File: src/rtl/ssdisp_scan_if.sv
// ssdisp_scan_if
//   Bundles the load-side inputs and display-side outputs of the seven-segment
//   scan controller.
//   master : drives value_in/mask_in/load, observes the display outputs
//   slave  : the scan controller itself
//   value_in   [4*NUM_DIGITS] digit nibbles, digit 0 in bits [3:0]
//   mask_in    [NUM_DIGITS]   per-digit enable, captured with value_in
//   load                      single-cycle capture strobe
//   nib_out    [4]            nibble for the shared hex-to-segment decoder
//   nib_en                    decoder enable (0 blanks the segments)
//   dig_sel    [NUM_DIGITS]   one-hot digit select, all-zero while blanking
//   pending                   shadow holds data not yet displayed
//   frame_done                pulse on the last cycle of the last slot
interface ssdisp_scan_if #(
    parameter int NUM_DIGITS = 4
);
    logic [4*NUM_DIGITS-1:0] value_in;
    logic [NUM_DIGITS-1:0]   mask_in;
    logic                    load;
    logic [3:0]              nib_out;
    logic                    nib_en;
    logic [NUM_DIGITS-1:0]   dig_sel;
    logic                    pending;
    logic                    frame_done;

    modport master (
        output value_in, mask_in, load,
        input  nib_out, nib_en, dig_sel, pending, frame_done
    );

    modport slave (
        input  value_in, mask_in, load,
        output nib_out, nib_en, dig_sel, pending, frame_done
    );
endinterface

File: src/rtl/ssdisp_scan.sv
// ssdisp_scan
//   Time-multiplexed scan controller for a common-cathode seven-segment display.
//   Steps through NUM_DIGITS slots of DIV clocks each, presenting one digit's
//   nibble/enable to a shared decoder with a one-hot digit select. Loads go to a
//   shadow buffer and are copied to the displayed buffer only at the frame wrap,
//   so a frame never shows a mix of old and new data.
//   Ports: clk, nrst (async active-low), bus (ssdisp_scan_if.slave).
//   Optional feature: define SSDISP_BLANK_EN to make the first BLANK_CYCLES
//   clocks of every slot dead time (no digit selected) against ghosting.
//
//   state    | meaning
//   ---------+----------------------------------------------------------
//   ST_BLANK | slot dead time: dig_sel=0, nib_en=0, nib_out=0
//   ST_SHOW  | current digit selected, its nibble and mask bit presented
module ssdisp_scan #(
    parameter int NUM_DIGITS   = 4,
    parameter int DIV          = 1000,
    parameter int BLANK_CYCLES = 16
) (
    input  logic          clk,
    input  logic          nrst,
    ssdisp_scan_if.slave  bus
);
    localparam int TW = $clog2(DIV);
    localparam int DW = (NUM_DIGITS > 1) ? $clog2(NUM_DIGITS) : 1;
    localparam int VW = 4 * NUM_DIGITS;

`ifdef SSDISP_BLANK_EN
    localparam bit BLANK_ON = 1'b1;
`else
    localparam bit BLANK_ON = 1'b0;
`endif

    typedef enum logic {ST_BLANK, ST_SHOW} state_t;

    localparam logic [TW-1:0] TICK_LAST   = TW'(DIV - 1);
    localparam logic [TW-1:0] BLANK_TICKS = TW'(BLANK_CYCLES);
    localparam logic [DW-1:0] DIG_LAST    = DW'(NUM_DIGITS - 1);
    // Tick 0 after reset is dead time only when blanking is built in.
    localparam state_t        RST_STATE   = BLANK_ON ? ST_BLANK : ST_SHOW;

    state_t                state_q, state_d;
    logic [TW-1:0]         tick_q, tick_d;
    logic [DW-1:0]         digit_q, digit_d;
    logic [VW-1:0]         act_val_q, act_val_d;
    logic [NUM_DIGITS-1:0] act_mask_q, act_mask_d;
    logic [VW-1:0]         shd_val_q, shd_val_d;
    logic [NUM_DIGITS-1:0] shd_mask_q, shd_mask_d;
    logic                  pend_q, pend_d;
    logic                  wrap;

    always_ff @(posedge clk or negedge nrst) begin
        if (!nrst) begin
            state_q    <= RST_STATE;
            tick_q     <= '0;
            digit_q    <= '0;
            act_val_q  <= '0;
            act_mask_q <= '0;
            shd_val_q  <= '0;
            shd_mask_q <= '0;
            pend_q     <= 1'b0;
        end else begin
            state_q    <= state_d;
            tick_q     <= tick_d;
            digit_q    <= digit_d;
            act_val_q  <= act_val_d;
            act_mask_q <= act_mask_d;
            shd_val_q  <= shd_val_d;
            shd_mask_q <= shd_mask_d;
            pend_q     <= pend_d;
        end
    end

    always_comb begin
        tick_d     = tick_q + TW'(1);
        digit_d    = digit_q;
        act_val_d  = act_val_q;
        act_mask_d = act_mask_q;
        shd_val_d  = shd_val_q;
        shd_mask_d = shd_mask_q;
        pend_d     = pend_q;
        wrap       = (tick_q == TICK_LAST) && (digit_q == DIG_LAST);

        if (tick_q == TICK_LAST) begin
            tick_d  = '0;
            digit_d = (digit_q == DIG_LAST) ? '0 : digit_q + DW'(1);
        end

        if (bus.load && wrap) begin
            // Load coinciding with the wrap goes straight to the display so the
            // next frame already shows it; nothing is left pending.
            act_val_d  = bus.value_in;
            act_mask_d = bus.mask_in;
            shd_val_d  = bus.value_in;
            shd_mask_d = bus.mask_in;
            pend_d     = 1'b0;
        end else if (bus.load) begin
            shd_val_d  = bus.value_in;
            shd_mask_d = bus.mask_in;
            pend_d     = 1'b1;
        end else if (wrap && pend_q) begin
            act_val_d  = shd_val_q;
            act_mask_d = shd_mask_q;
            pend_d     = 1'b0;
        end

        // State follows the tick value it will be paired with next cycle.
        state_d = (BLANK_ON && (tick_d < BLANK_TICKS)) ? ST_BLANK : ST_SHOW;
    end

    always_comb begin
        bus.dig_sel    = '0;
        bus.nib_out    = 4'h0;
        bus.nib_en     = 1'b0;
        bus.frame_done = wrap;
        bus.pending    = pend_q;
        unique case (state_q)
            ST_BLANK: ;
            ST_SHOW: begin
                bus.dig_sel = NUM_DIGITS'(1) << digit_q;
                bus.nib_out = act_val_q[{digit_q, 2'b00} +: 4];
                bus.nib_en  = act_mask_q[digit_q];
            end
            default: ;
        endcase
    end
endmodule

File: src/flat_wrapper.sv
// flat-port wrapper written by rule: the top's interface ports become plain ports
module ssdisp_scan_flat 
#(
    parameter int NUM_DIGITS   = 4,
    parameter int DIV          = 1000,
    parameter int BLANK_CYCLES = 16
)
  (clk, nrst, bus_value_in, bus_mask_in, bus_load, bus_nib_out, bus_nib_en, bus_dig_sel, bus_pending, bus_frame_done);
  ssdisp_scan_if #(.NUM_DIGITS(NUM_DIGITS)) bus_i ();
  input  logic clk;
  input  logic nrst;
  input wire logic [$bits(bus_i.value_in)-1:0] bus_value_in;
  input wire logic [$bits(bus_i.mask_in)-1:0] bus_mask_in;
  input wire logic [$bits(bus_i.load)-1:0] bus_load;
  output wire logic [$bits(bus_i.nib_out)-1:0] bus_nib_out;
  output wire logic [$bits(bus_i.nib_en)-1:0] bus_nib_en;
  output wire logic [$bits(bus_i.dig_sel)-1:0] bus_dig_sel;
  output wire logic [$bits(bus_i.pending)-1:0] bus_pending;
  output wire logic [$bits(bus_i.frame_done)-1:0] bus_frame_done;
  assign bus_i.value_in = bus_value_in;
  assign bus_i.mask_in = bus_mask_in;
  assign bus_i.load = bus_load;
  assign bus_nib_out = bus_i.nib_out;
  assign bus_nib_en = bus_i.nib_en;
  assign bus_dig_sel = bus_i.dig_sel;
  assign bus_pending = bus_i.pending;
  assign bus_frame_done = bus_i.frame_done;
  ssdisp_scan #(.NUM_DIGITS(NUM_DIGITS), .DIV(DIV), .BLANK_CYCLES(BLANK_CYCLES)) u_core (.clk(clk), .nrst(nrst), .bus(bus_i));
endmodule
File: config.mk
export PLATFORM = sky130hd
export DESIGN_NAME = ssdisp_scan_flat
export DESIGN_NICKNAME = d
export VERILOG_FILES = /design/src/rtl/ssdisp_scan_if.sv /design/src/rtl/ssdisp_scan.sv /design/src/flat_wrapper.sv
export SDC_FILE = /design/constraint.sdc
export NUM_CORES = 1
export LEC_CHECK = 0
export CELL_PAD_IN_SITES_DETAIL_PLACEMENT = 0
export CELL_PAD_IN_SITES_GLOBAL_PLACEMENT = 1
export CORE_UTILIZATION = 45
export DETAILED_ROUTE_END_ITERATION = 10
export GPL_TIMING_DRIVEN = 0
export PLACE_DENSITY_LB_ADDON = 0.2
export SYNTH_ARGS = -nofsm -noshare
export SYNTH_HDL_FRONTEND = slang
export SYNTH_SLANG_ARGS = --single-unit
export TNS_END_PERCENT = 30
File: constraint.sdc
create_clock -name clk -period 2.5 [get_ports clk]
set_input_delay 0.375 -clock clk [delete_from_list [all_inputs] [get_ports clk]]
set_output_delay 0.375 -clock clk [all_outputs]
set_load 0.01 [all_outputs]
# Word-level counts from Yosys, hierarchy flattened

Cells that the tools add are included.
Widths: inputs -> output; s select.

Flip-flop bits (word level): 53

Order comparisons: 1
$add $sub $neg: 2
Shifts and indexed selects: 2
Reductions and logical operators: 7
Multiplexer cells: 17
Equal/unequal tests: 3

Operators with widths:

| cell                  | count |
|---|---|
| $mux 16               | 5 |
| $mux 4                | 5 |
| $shiftx 16x5->4       | 1 |
| $add 10x1->10 const B | 1 |
| $eq 10x10->1 const B  | 1 |
| $mux 10               | 1 |
| $mux 1                | 4 |
| $reduce_bool 2->1     | 2 |
| $shl 1x2->4 const A   | 1 |
| $logic_and 1x1->1     | 3 |
| $lt 2x3->1 const B    | 1 |
| $reduce_bool 3->1     | 1 |
| $add 2x1->2 const B   | 1 |
| $bmux 1 s2            | 1 |
| $eq 2x2->1 const B    | 1 |
| $mux 2                | 1 |
| $ne 2x1->1 const B    | 1 |
| $reduce_and 2->1      | 1 |

# Logic depth before layout (Yosys ltp)

Depth in word-level cells: 6
Gate-level depth with buffers: 6
Depth with buffers taken out: 5

# Least setup slack after synthesis

No wires, ideal clock.

Kind: reg2reg
Start point: reg u_core.digit_q[1]
End point: reg u_core.act_mask_q[0]
Setup time: 0.125 ns
Period minus slack after synthesis: 1.947 ns
Buffers on the path: 1
Stages on the path, launching flop included: 7
Data required time: 2.375 ns
Path slack: 0.553 ns
Arrival: 1.822 ns
Path through: dfrtp_1 ha_1 inv_1 nor4_4 and2b_4 buf_12 mux2_4

Word-level cells in the longest chain between the ends: 5
Elaborated cells between the ends (all ways): 8
Those cells by class: 2 x eq/ne; 1 x mux; 5 x reduce/logical

Ends and longest elaborated chain:

| what                                                                    | RTL line                              | RTL |
|---|---|---|
| from (decl)                                                             | ssdisp_scan.sv:44                     | `logic [DW-1:0] digit_q, digit_d;` |
| from (signal assigned)                                                  | ssdisp_scan.sv:65                     | `digit_q <= digit_d;` |
| $eq 2x2->1 (*)                                                          | ssdisp_scan.sv:82                     | `wrap = (tick_q == TICK_LAST) && (digit_q == DIG_LAST);` |
| $logic_and 1x1->1 (*)                                                   | ssdisp_scan.sv:82                     |  |
| named net bus_frame_done                                                | flat_wrapper.sv:19                    | `output wire logic [$bits(bus_i.frame_done)-1:0] bus_frame_done;` |
| $logic_and 1x1->1, on equally long branches                             | ssdisp_scan.sv:89, ssdisp_scan.sv:101 |  |
| $ne 2x1->1 (no source line) / $reduce_bool 2->1 (equally long branches) | -                                     |  |
| $reduce_and 2->1 (no source line)                                       | -                                     |  |
| to (signal assigned)                                                    | ssdisp_scan.sv:67                     | `act_mask_q <= act_mask_d;` |
| to (decl)                                                               | ssdisp_scan.sv:46                     | `logic [NUM_DIGITS-1:0] act_mask_q, act_mask_d;` |

Mark *: on every way through the listed nets, which the timed path passes. The rest lies on a longest branch.
A chain may end at the register's enable or synchronous reset.

# Final worst setup path

Start point: reg u_core.digit_q[0]
End point: out bus_nib_out[0]

Word-level cells in the longest chain between the ends: 1

Ends and longest elaborated chain:

| what            | RTL line           | RTL |
|---|---|---|
| $shiftx 16x5->4 | ssdisp_scan.sv:121 | `bus.nib_out = act_val_q[{digit_q, 2'b00} +: 4];` |
| to (decl)       | flat_wrapper.sv:15 | `output wire logic [$bits(bus_i.nib_out)-1:0] bus_nib_out;` |

Every way passes these cells.

==> qor.csv <==
metric,value,unit
average footprint of a synthesized cell,15.5,µm²
register share of total power,56.4,%
worst-path cell chain,"clkbuf_2, mux4_2, clkdlybuf4s50_1",
Setup Crit Path Kind,reg2out,
footprint of the multi-input gates,976,µm²
status,"finished, final reports clean",
final hold violations,0,
clk_lat worst skew,300,ps
Hold Crit Class,in2async,
capture point of the worst reg-to-reg path,u_core.act_val_q[8],
initial antenna violation count,0,
DPL Wire Length,2940,µm
R2R Setup Slk,520,ps
Worst Setup End Kind,primary output,
Peak VDD IR,409,µV
top cell type by total area after synthesis,dfrtp_1,
H-tree depth,2,
CTS tree,yes,
Max Freq,421,MHz
I/O pin cnt,34,
Worst slew margin,38.6,%
Pint,1280,µW
Yosys reg bits,53,
Worst-path clk slew,90,ps
P_leak,0.00129,µW
Final Skew,4.61,ps
power share of the clock group,36.9,%
first-pass GRT wire length,6610,µm
sequential fraction of the synthesis area,56.0,%
YS warnings,0,
origin of the worst setup path,u_core.digit_q[0],
antenna fix cells,0,
vias in the first global route,1389,
hold slack final,48.9,ps
area growth from synthesis to layout,23.4,%
Unique masters post-synth,27,
"Max FO, Critical Path",6,
asr flop ratio synth,100,%
final WL,3950,µm
switching power,311,µW
Post-Syn Nets,181,
CP max stage delay,540,ps
Final ANT Viol Nets,0,
Die Y,74.6,µm
RSZ-0062 raised after global routing,false,
Yosys top cell area share,56.0,%
Pins Over Slew Limit,0,
Synth Flop Type,dfrtp_1,
I/O Buffers,33,
remaining global-route overflow,0,
Critical-path top delay cell,mux4_2,
Switching Fraction,19.6,%
R2R cell count,6,
Finished Cell Area,2920,µm²
routed vias,1321,
"Period Utilization, post-route",94.9,%
Placement Rows,26,
WP buf/inv,2,
Worst setup endpoint,bus_nib_out[0],
Hold Buf Count CTS,0,
synth top area cells,"dfrtp_1 56%, mux2_4 13%, mux2_2 9.5%",
Core Box Area,5070,µm²
top-count cell post-synth,dfrtp_1,
startpoint types,flop,
register area,1330,µm²
largest net degree at the start of global routing,32,
fill count,423,
max cap viols,0,
Worst Path Required,2120,ps
routed length per instance,14.9,µm
Least-Margin Pin Slew,914,ps
die area,5560,µm²
clock buffer count from CTS,5,
WP depth,3,
PD cells,543,nW/µm²
Post-DP Area,2800,µm²
DR vias/cell,4.98,
final-report setup violation count,0,
Pre-Repair DR Iteration Count,4,
Final nets,222,
GP Congestion,0.723,
Syn Inst Count,153,
worst path arrival time,2000,ps
worst r2r src,u_core.tick_q[0],
cell family with most CP delay,buffers and inverters,
Global Route Usage Sum,16.6,%
power share of the combinational group,6.7,%
DRT iter0 DRCs,42,
Mapped Area,2370,µm²
top post-synthesis cells by count,"53 x dfrtp_1, 20 x mux2_2, 20 x mux2_4",
CTS sink count,53,
share of layout cells above drive strength 1,32.3,%
Root Driver,clkbuf_8,
die span in x,74.6,µm
Setup Buffers After CTS,0,
DRC,0,
Post-synth EDFFs,0,
initial core utilization,46.7,%
CTS max path bufs,2,
Final min period,2370,ps
-- cells by family after synthesis --
family                     Yosys count  synth area share [%]
buffers and inverters                9                  2.80
DFF                                 53                  56.0
adders and majority gates            5                  2.64
and+or+nand+nor                     29                  7.92
xor gates and xnor gates             5                  1.85
AOI/OAI and AO/OA                    7                  1.85
muxes                               45                  26.9
-- metal layers --
layer / track usage, % / part of all wire (%)
met1: 21.6 / 45
met3: 4.07 / 4.2
met4: 6.29 / 1.5
met5: 0 / 0
met2: 26.8 / 49
-- worst min path at each step --
stage / from / end / slack (ps)
floorplan: nrst / u_core.act_mask_q[0] / 80
global placement: u_core.shd_val_q[1] / u_core.shd_val_q[1] / 480
detailed placement: nrst / u_core.shd_val_q[3] / 390
CTS: nrst / u_core.shd_val_q[3] / 50
global route: nrst / u_core.shd_val_q[3] / 70
finish: nrst / u_core.shd_val_q[3] / 50
-- power by group through the flow --
stage               registers, µW  clock network (µW)  logic (µW)
finish                        895                 586         107
global placement              912                   0         103
detailed placement            914                   0         110
CTS                           896                 604         110
floorplan                     910                   0        46.6
global route                  900                 643         119
-- layout make-up --
type	instances	share of cell area, %
sequential	53	45.4
buffer	5	1.80
tap	70	3.00
inverter	4	0.514
clock inverter	1	1.03
multi-input combinational	91	33.4
clock buffer	7	2.95
timing repair buffer	34	11.9
-- layout by cell type, fill, tap and decap left out, types with 3 or more instances in the layout --
master	netlist	routed
buf_12	2	3
clkbuf_1	3	3
clkbuf_8	0	6
clkdlybuf4s50_1	0	31
dfrtp_1	53	52
ha_1	5	5
inv_1	4	4
mux2_2	20	20
mux2_4	20	20
mux4_2	5	5
nand2_1	3	3
nand3_1	6	6
nor2_1	8	8
nor3_1	3	3
o21ai_0	3	3
xor2_1	4	4
-- per-stage QoR --
step / std cells / total power [µW] / worst slack [ps] / TNS [ps] / util [%]
2_1_floorplan: 153 / 957 / 553 / 0 / -
3_3_place_gp: 256 / 1010 / -398 / -20930 / 54.9
3_5_place_dp: 257 / 1020 / 211 / 0 / 55.2
4_1_cts: 265 / 1610 / 42.6 / 0 / 57.5
5_1_grt: 265 / 1660 / 7.27 / 0 / 57.6
6_report: 265 / 1590 / 127 / 0 / 57.6
-- worst register-to-register path, stage by stage, from the launching register on --
cell     delay (ps)
dfrtp_1         410
ha_1            240
nand2_1         160
nor4_4          350
and2b_4         240
buf_12          150
mux2_4          310
-- repair_timing --
item	CTS	global route
cloned	0	0
setup endpoints to repair	6	1
resized for setup	2	1
-- flip-flops by register name, summed over array words and instances, names as in the netlist --
signal / count
u_core.bus.pending: 1
u_core.act_mask_q: 4
u_core.shd_mask_q: 4
u_core.digit_q: 2
u_core.act_val_q: 16
u_core.tick_q: 10
u_core.shd_val_q: 16
No activity file was read; power rests on OpenSTA's default activity.
